**config.mk**
```make
export PLATFORM = sky130hd
export DESIGN_NAME = pwm_deadtime
export DESIGN_NICKNAME = d
export VERILOG_FILES = /design/src/rtl/pwm_deadtime.sv
export SDC_FILE = /design/constraint.sdc
export NUM_CORES = 1
export LEC_CHECK = 0
export ABC_AREA = 0
export CAP_MARGIN = 15
export CORE_UTILIZATION = 40
export CTS_CLUSTER_DIAMETER = 200
export CTS_CLUSTER_SIZE = 8
export DETAILED_ROUTE_END_ITERATION = 12
export DONT_BUFFER_PORTS = 1
export GPL_ROUTABILITY_DRIVEN = 0
export PLACE_DENSITY = 0.65
export SYNTH_ARGS = -nofsm -noshare
export SYNTH_HDL_FRONTEND = slang
export SYNTH_SLANG_ARGS = --single-unit
```
**constraint.sdc**
```tcl
create_clock -name clk -period 4.72 [get_ports clk]
set_input_delay 0.472 -clock clk [delete_from_list [all_inputs] [get_ports clk]]
set_output_delay 0.472 -clock clk [all_outputs]
set_load 0.01 [all_outputs]
```
**src/rtl/pwm_deadtime.sv**
```systemverilog
// Dead-time insertion stage: turns one PWM waveform into a complementary high/low gate pair
// with programmable dead bands, short-pulse swallowing and a latched fault shutdown.
module pwm_deadtime #(
  parameter int DT_WIDTH = 8
) (
  input  logic                clk,
  input  logic                reset,
  input  logic                pwm_in,
  input  logic                enable,
  input  logic [DT_WIDTH-1:0] rise_dly,
  input  logic [DT_WIDTH-1:0] fall_dly,
  input  logic                fault,
  input  logic                fault_clr,
  output logic                hs,
  output logic                ls,
  output logic                fault_latched,
  output logic                short_pulse
);

  typedef enum logic [2:0] {
    ST_OFF      = 3'd0,
    ST_LS_ON    = 3'd1,
    ST_DT_TO_HS = 3'd2,
    ST_HS_ON    = 3'd3,
    ST_DT_TO_LS = 3'd4,
    ST_FAULT    = 3'd5
  } state_t;

  state_t              state_q, state_d;
  logic [DT_WIDTH-1:0] cnt_q, cnt_d;
  logic                pwm_q;
  logic                swallow_s;
  logic                hs_q, ls_q, fault_latched_q, short_pulse_q;

  // A delay of zero is treated as one clock, so the load value is max(dly,1)-1.
  function automatic logic [DT_WIDTH-1:0] dt_load(input logic [DT_WIDTH-1:0] dly);
    if (dly == {DT_WIDTH{1'b0}}) begin
      dt_load = {DT_WIDTH{1'b0}};
    end else begin
      dt_load = dly - DT_WIDTH'(1);
    end
  endfunction

  // Next-state and dead-band counter; fault outranks disable, which outranks normal flow.
  always_comb begin
    state_d   = state_q;
    cnt_d     = cnt_q;
    swallow_s = 1'b0;
    if (fault) begin
      state_d = ST_FAULT;
    end else if (state_q == ST_FAULT) begin
      if (fault_clr) begin
        state_d = ST_OFF;
      end else begin
        state_d = ST_FAULT;
      end
    end else if (!enable) begin
      state_d = ST_OFF;
    end else begin
      case (state_q)
        ST_OFF: begin
          if (pwm_q) begin
            state_d = ST_DT_TO_HS;
            cnt_d   = dt_load(rise_dly);
          end else begin
            state_d = ST_DT_TO_LS;
            cnt_d   = dt_load(fall_dly);
          end
        end
        ST_LS_ON: begin
          if (pwm_q) begin
            state_d = ST_DT_TO_HS;
            cnt_d   = dt_load(rise_dly);
          end else begin
            state_d = ST_LS_ON;
          end
        end
        ST_HS_ON: begin
          if (!pwm_q) begin
            state_d = ST_DT_TO_LS;
            cnt_d   = dt_load(fall_dly);
          end else begin
            state_d = ST_HS_ON;
          end
        end
        // The returning side skips the dead band: the opposite gate never turned on.
        ST_DT_TO_HS: begin
          if (!pwm_q) begin
            state_d   = ST_LS_ON;
            swallow_s = 1'b1;
          end else if (cnt_q == {DT_WIDTH{1'b0}}) begin
            state_d = ST_HS_ON;
          end else begin
            cnt_d = cnt_q - DT_WIDTH'(1);
          end
        end
        ST_DT_TO_LS: begin
          if (pwm_q) begin
            state_d   = ST_HS_ON;
            swallow_s = 1'b1;
          end else if (cnt_q == {DT_WIDTH{1'b0}}) begin
            state_d = ST_LS_ON;
          end else begin
            cnt_d = cnt_q - DT_WIDTH'(1);
          end
        end
        default: begin
          state_d = ST_OFF;
        end
      endcase
    end
  end

  // State, input register and outputs all update on the same edge.
  always_ff @(posedge clk) begin
    if (reset) begin
      state_q         <= ST_OFF;
      cnt_q           <= {DT_WIDTH{1'b0}};
      pwm_q           <= 1'b0;
      hs_q            <= 1'b0;
      ls_q            <= 1'b0;
      fault_latched_q <= 1'b0;
      short_pulse_q   <= 1'b0;
    end else begin
      state_q         <= state_d;
      cnt_q           <= cnt_d;
      pwm_q           <= pwm_in;
      hs_q            <= (state_d == ST_HS_ON);
      ls_q            <= (state_d == ST_LS_ON);
      fault_latched_q <= (state_d == ST_FAULT);
      short_pulse_q   <= swallow_s;
    end
  end

  assign hs            = hs_q;
  assign ls            = ls_q;
  assign fault_latched = fault_latched_q;
  assign short_pulse   = short_pulse_q;

endmodule

```
-- Word-level counts from Yosys, hierarchy flattened
Cells that the tools add are included.
- register bits: 16
- input bits: 22
- output and inout bits: 4
- logic and storage cells: 56
- add/sub/neg operators: 3
- equality and inequality tests: 12
- multiplexer cells: 24
- bitwise logic cells: 3
- reductions and logical operators: 7
- operators with widths (operator ; count):
    2-to-1 mux 8 bit ; 8
    one-hot mux 8 bit (5 select lines) ; 1
    2-to-1 mux 3 bit ; 10
    zero test 8 bit ; 3
    subtractor 8 x 1 -> 8 bit (second input constant) ; 3
    one-hot mux 3 bit (5 select lines) ; 1
    == test 3 x 2 -> 1 bit (second input constant) ; 3
    == test 3 bit (second input constant) ; 3
    inequality test 2 bit (second input constant) ; 4
    AND reduction 8 bit ; 1
    == test 3 x 1 -> 1 bit (second input constant) ; 2
    nonzero test 5 bit ; 1
    OR reduction 4 bit ; 1
    zero test 3 bit ; 1
    NOT 1 bit ; 3
    2-to-1 mux 1 bit ; 2
    2-to-1 mux 2 bit ; 1
    one-hot mux 1 bit (2 select lines) ; 1

-- Logic depth before layout (Yosys ltp)
- word-level depth: 8
- mapped depth: 8
- depth with buffers taken out: 8

-- Worst setup path before layout
Ideal clock, no wire load.
- kind: input to register
- from: input fall_dly[5]
- to: register cnt_q[7]
- library setup time: 137 ps
- arrival: 1871 ps
- data required time: 4583 ps
- setup slack: 2711 ps
- stages: 6
- buffers on the path: 0
- cells stage by stage: or4_4 nor4b_2 o21bai_2 o22ai_1 a21oi_1 a211oi_2
- word-level cells in the longest chain between the ends: 4
- elaborated cells on any way between the ends: 6
- those cells by class: add/sub: 1; mux: 4; reduce/logical: 1
- ends and longest elaborated chain (element ; line ; RTL):
    start: declaration ; 11 ; input logic [DT_WIDTH-1:0] fall_dly,
    subtractor 8 x 1 -> 8 bit or zero test 8 bit (tied branches) ; 40, 37 ;
    2-to-1 mux 8 bit (*) ; 37 ; if (dly == {DT_WIDTH{1'b0}}) begin
    2-to-1 mux 8 bit (on tied branches) ; 79, 62 ;
    one-hot mux 8 bit (5 select lines) (*) ; 60 ; case (state_q)
    end signal: assignment ; 118 ; cnt_q <= {DT_WIDTH{1'b0}};
    end signal: assignment ; 126 ; cnt_q <= cnt_d;
    end: declaration ; 30 ; logic [DT_WIDTH-1:0] cnt_q, cnt_d;
Mark *: on every way between the ends. The rest lies on a longest branch, timed or not. The select of a mux whose other input is x is not followed.
A chain may end at the register's enable or synchronous reset.

-- Worst setup path in the final report
- from: register cnt_q[2]
- to: register cnt_q[0]
- word-level cells in the longest chain between the ends: 4
- elaborated cells on any way between the ends: 5
- those cells by class: mux: 4; reduce/logical: 1
- ends and longest elaborated chain (element ; line):
    zero test 8 bit (*) ; 91, 101
    2-to-1 mux 8 bit (*) ; --
    2-to-1 mux 8 bit (on tied branches) ; --
    one-hot mux 8 bit (5 select lines) (*) ; --
Marked as above.

==> metrics.txt <==
Clock Skews 0.00678 ns; Cell Area, Synth 0.00134 mm^2; ys async rst share 0%; Crit path required time 4.93 ns; DRC 0; Post-synth EDFFs 0; Top Ports 26; post-layout util 44.8%; grt total ovfl 0; DR vias/cell 5.62; Die W 59.8 um; DIE AREA 0.00358 mm^2; Synth Warn # 0; Critical Path End Type register; Syn-to-layout area delta 4.03%; Clock Tree Buf Depth 2; hold slack final 0.236 ns; Seq pwr share 43.1%; Sink Count 16; vias 1141; WP data arrival 2.15 ns; Comb pwr share 31.9%; hold_buf cts 0; most common cell after layout, fill and taps aside nor2_1; final wirelength 2780 um; minimum clock period 1.94 ns; row count 20; Port Buffers 0; status finished, final reports clean; largest net degree at the start of global routing 17; Initial DRC Count 42; final worst setup slack 2.78 ns; clock share of power 25.0%; Pleak 0.000498 uW; Power Total 364 uW; Switching Share 31.9%; internal power 248 uW; register area share after synthesis 24.0%; Ant. Diodes 0; total negative slack 0 ns; Mean Syn Cell Area 8.30 um^2; final setup fails 0; Slew @ Worst Pin 0.428 ns; Yosys reg bits 16; WL/cell 13.7 um; fin crit share 41.2%; H-Tree Depth 1; # Post-CTS Setup Buffers 0; crit start category register; total global-route track usage 18.5%; clock latency on the worst-skew pair 0.29 ns; Max-Cap Viols 0; Worst-path clk slew 0.10 ns; Setup CP Type reg2reg; Inserted Clock Buffers 3; share of cells above drive strength 1 13.8%; crit-path max FO 9; PostCTS Resize Cnt 0; number of distinct library cells after synthesis 43; setup slack at placement 2.49 ns; most frequent cells in the layout 23 x nor2_1, 17 x xnor2_1, 16 x dfxtp_1; Final Slew Violations 0; DRT Pass-1 Iters 4; first-pass GRT wire length 5020 um; slew margin rel. 71.4%; Synth Flop Type dfxtp_1; Syn Nets 189; unrepaired setup endpoints after global routing false; total core area 0.00310 mm^2; hpwl dp 2310 um; Post-Synthesis Cells 161; starting density of the core 43.1%; Total Nets Final 188; HP Class in2reg; sw power 116 uW; Worst VDD drop 0.172 mV; root buf cell clkbuf_4; pwr/cell area 262 mW/mm^2; TritonCTS clock tree done; Die H 59.8 um; Final ANT Viol Nets 0; vias in the first global route 1202; initial antenna violation count 0; Hold Fails Final Rpt 0; maximum clock rate 515 MHz
## critical path, cell delays in order (launching register included)
cell and delay, ns:
dfxtp_1 0.37, or4_4 0.58, nor4b_4 0.33, a22oi_2 0.17, nand2_4 0.16, nor3_2 0.07
a211oi_2 0.19
## sequential cells by signal, summed over array words and instances, names as in the netlist
signal,flops
cnt_q,8
fault_latched,1
hs,1
ls,1
pwm_q,1
short_pulse,1
state_q,3
## layer usage
layer / vias up / GRT usage [%] / wire length [um]
met5: - / 0 / 0
met2: 36 / 31.7 / 1360
li1: 569 / - / -
met1: 530 / 21.6 / 1190
met4: 0 / 5.32 / 51
met3: 6 / 6.28 / 170
## cell families (layout without fill, tap and decap cells)
family | count (synthesis) | after routing | synth area share (%)
simple gates | 73 | 73 | 35.4
compound gates | 31 | 31 | 17.3
xor+xnor | 18 | 18 | 11.8
buf+inv | 17 | 15 | 5.90
flops | 16 | 16 | 24.0
fa+ha+maj | 6 | 6 | 5.62
## path summary, 6_finish.rpt
path         startpoint  endpoint  slack (ns)  cells past startpoint
max            cnt_q[2]  cnt_q[0]        2.78                      6
min               reset  cnt_q[4]        0.24                      1
max reg2reg    cnt_q[2]  cnt_q[0]        2.78                      6
min reg2reg    cnt_q[5]  cnt_q[5]        0.51                      2
## power by group through the flow
stage / Sequential (uW) / Clock, uW / Combinational, uW
2_1_floorplan: 155 / 0 / 106
3_3_place_gp: 160 / 0 / 115
3_5_place_dp: 160 / 0 / 117
4_1_cts: 157 / 94.7 / 117
5_1_grt: 159 / 102 / 131
6_report: 157 / 90.9 / 116
## synth_stat cells (all sizes together), types with 3 or more instances
cell    instances  area [um^2]
a211oi          5         57.6
nand2b          4         25.0
o22ai           6         37.5
nor2b           4         25.0
nor2           23         86.3
inv            11         41.3
o21ai           5         25.0
nor3           16         90.1
nor4            4         37.5
xnor2          17          149
nor3b           3         22.5
a21oi           5         25.0
ha              6         75.1
or4             3         33.8
buf             4         26.3
dfxtp          16          320
or3b            3         26.3
nand2           3         18.8
or3             3         18.8
nor4b           3         53.8
## through the flow
stage / std cells / instance area [um^2]
floorplan: 161 / 1340
global placement: 199 / 1350
detailed placement: 199 / 1350
CTS: 203 / 1390
global route: 203 / 1390
finish: 203 / 1390
## area by class of cell
cell class / instances / area (um^2)
Clock buffer: 4 / 36.3
Fill cell: 327 / 1710
Sequential cell: 16 / 320
Multi-Input combinational cell: 128 / 937
Tap cell: 44 / 55.1
Inverter: 11 / 41.3
(Power assumes the default switching activity.)
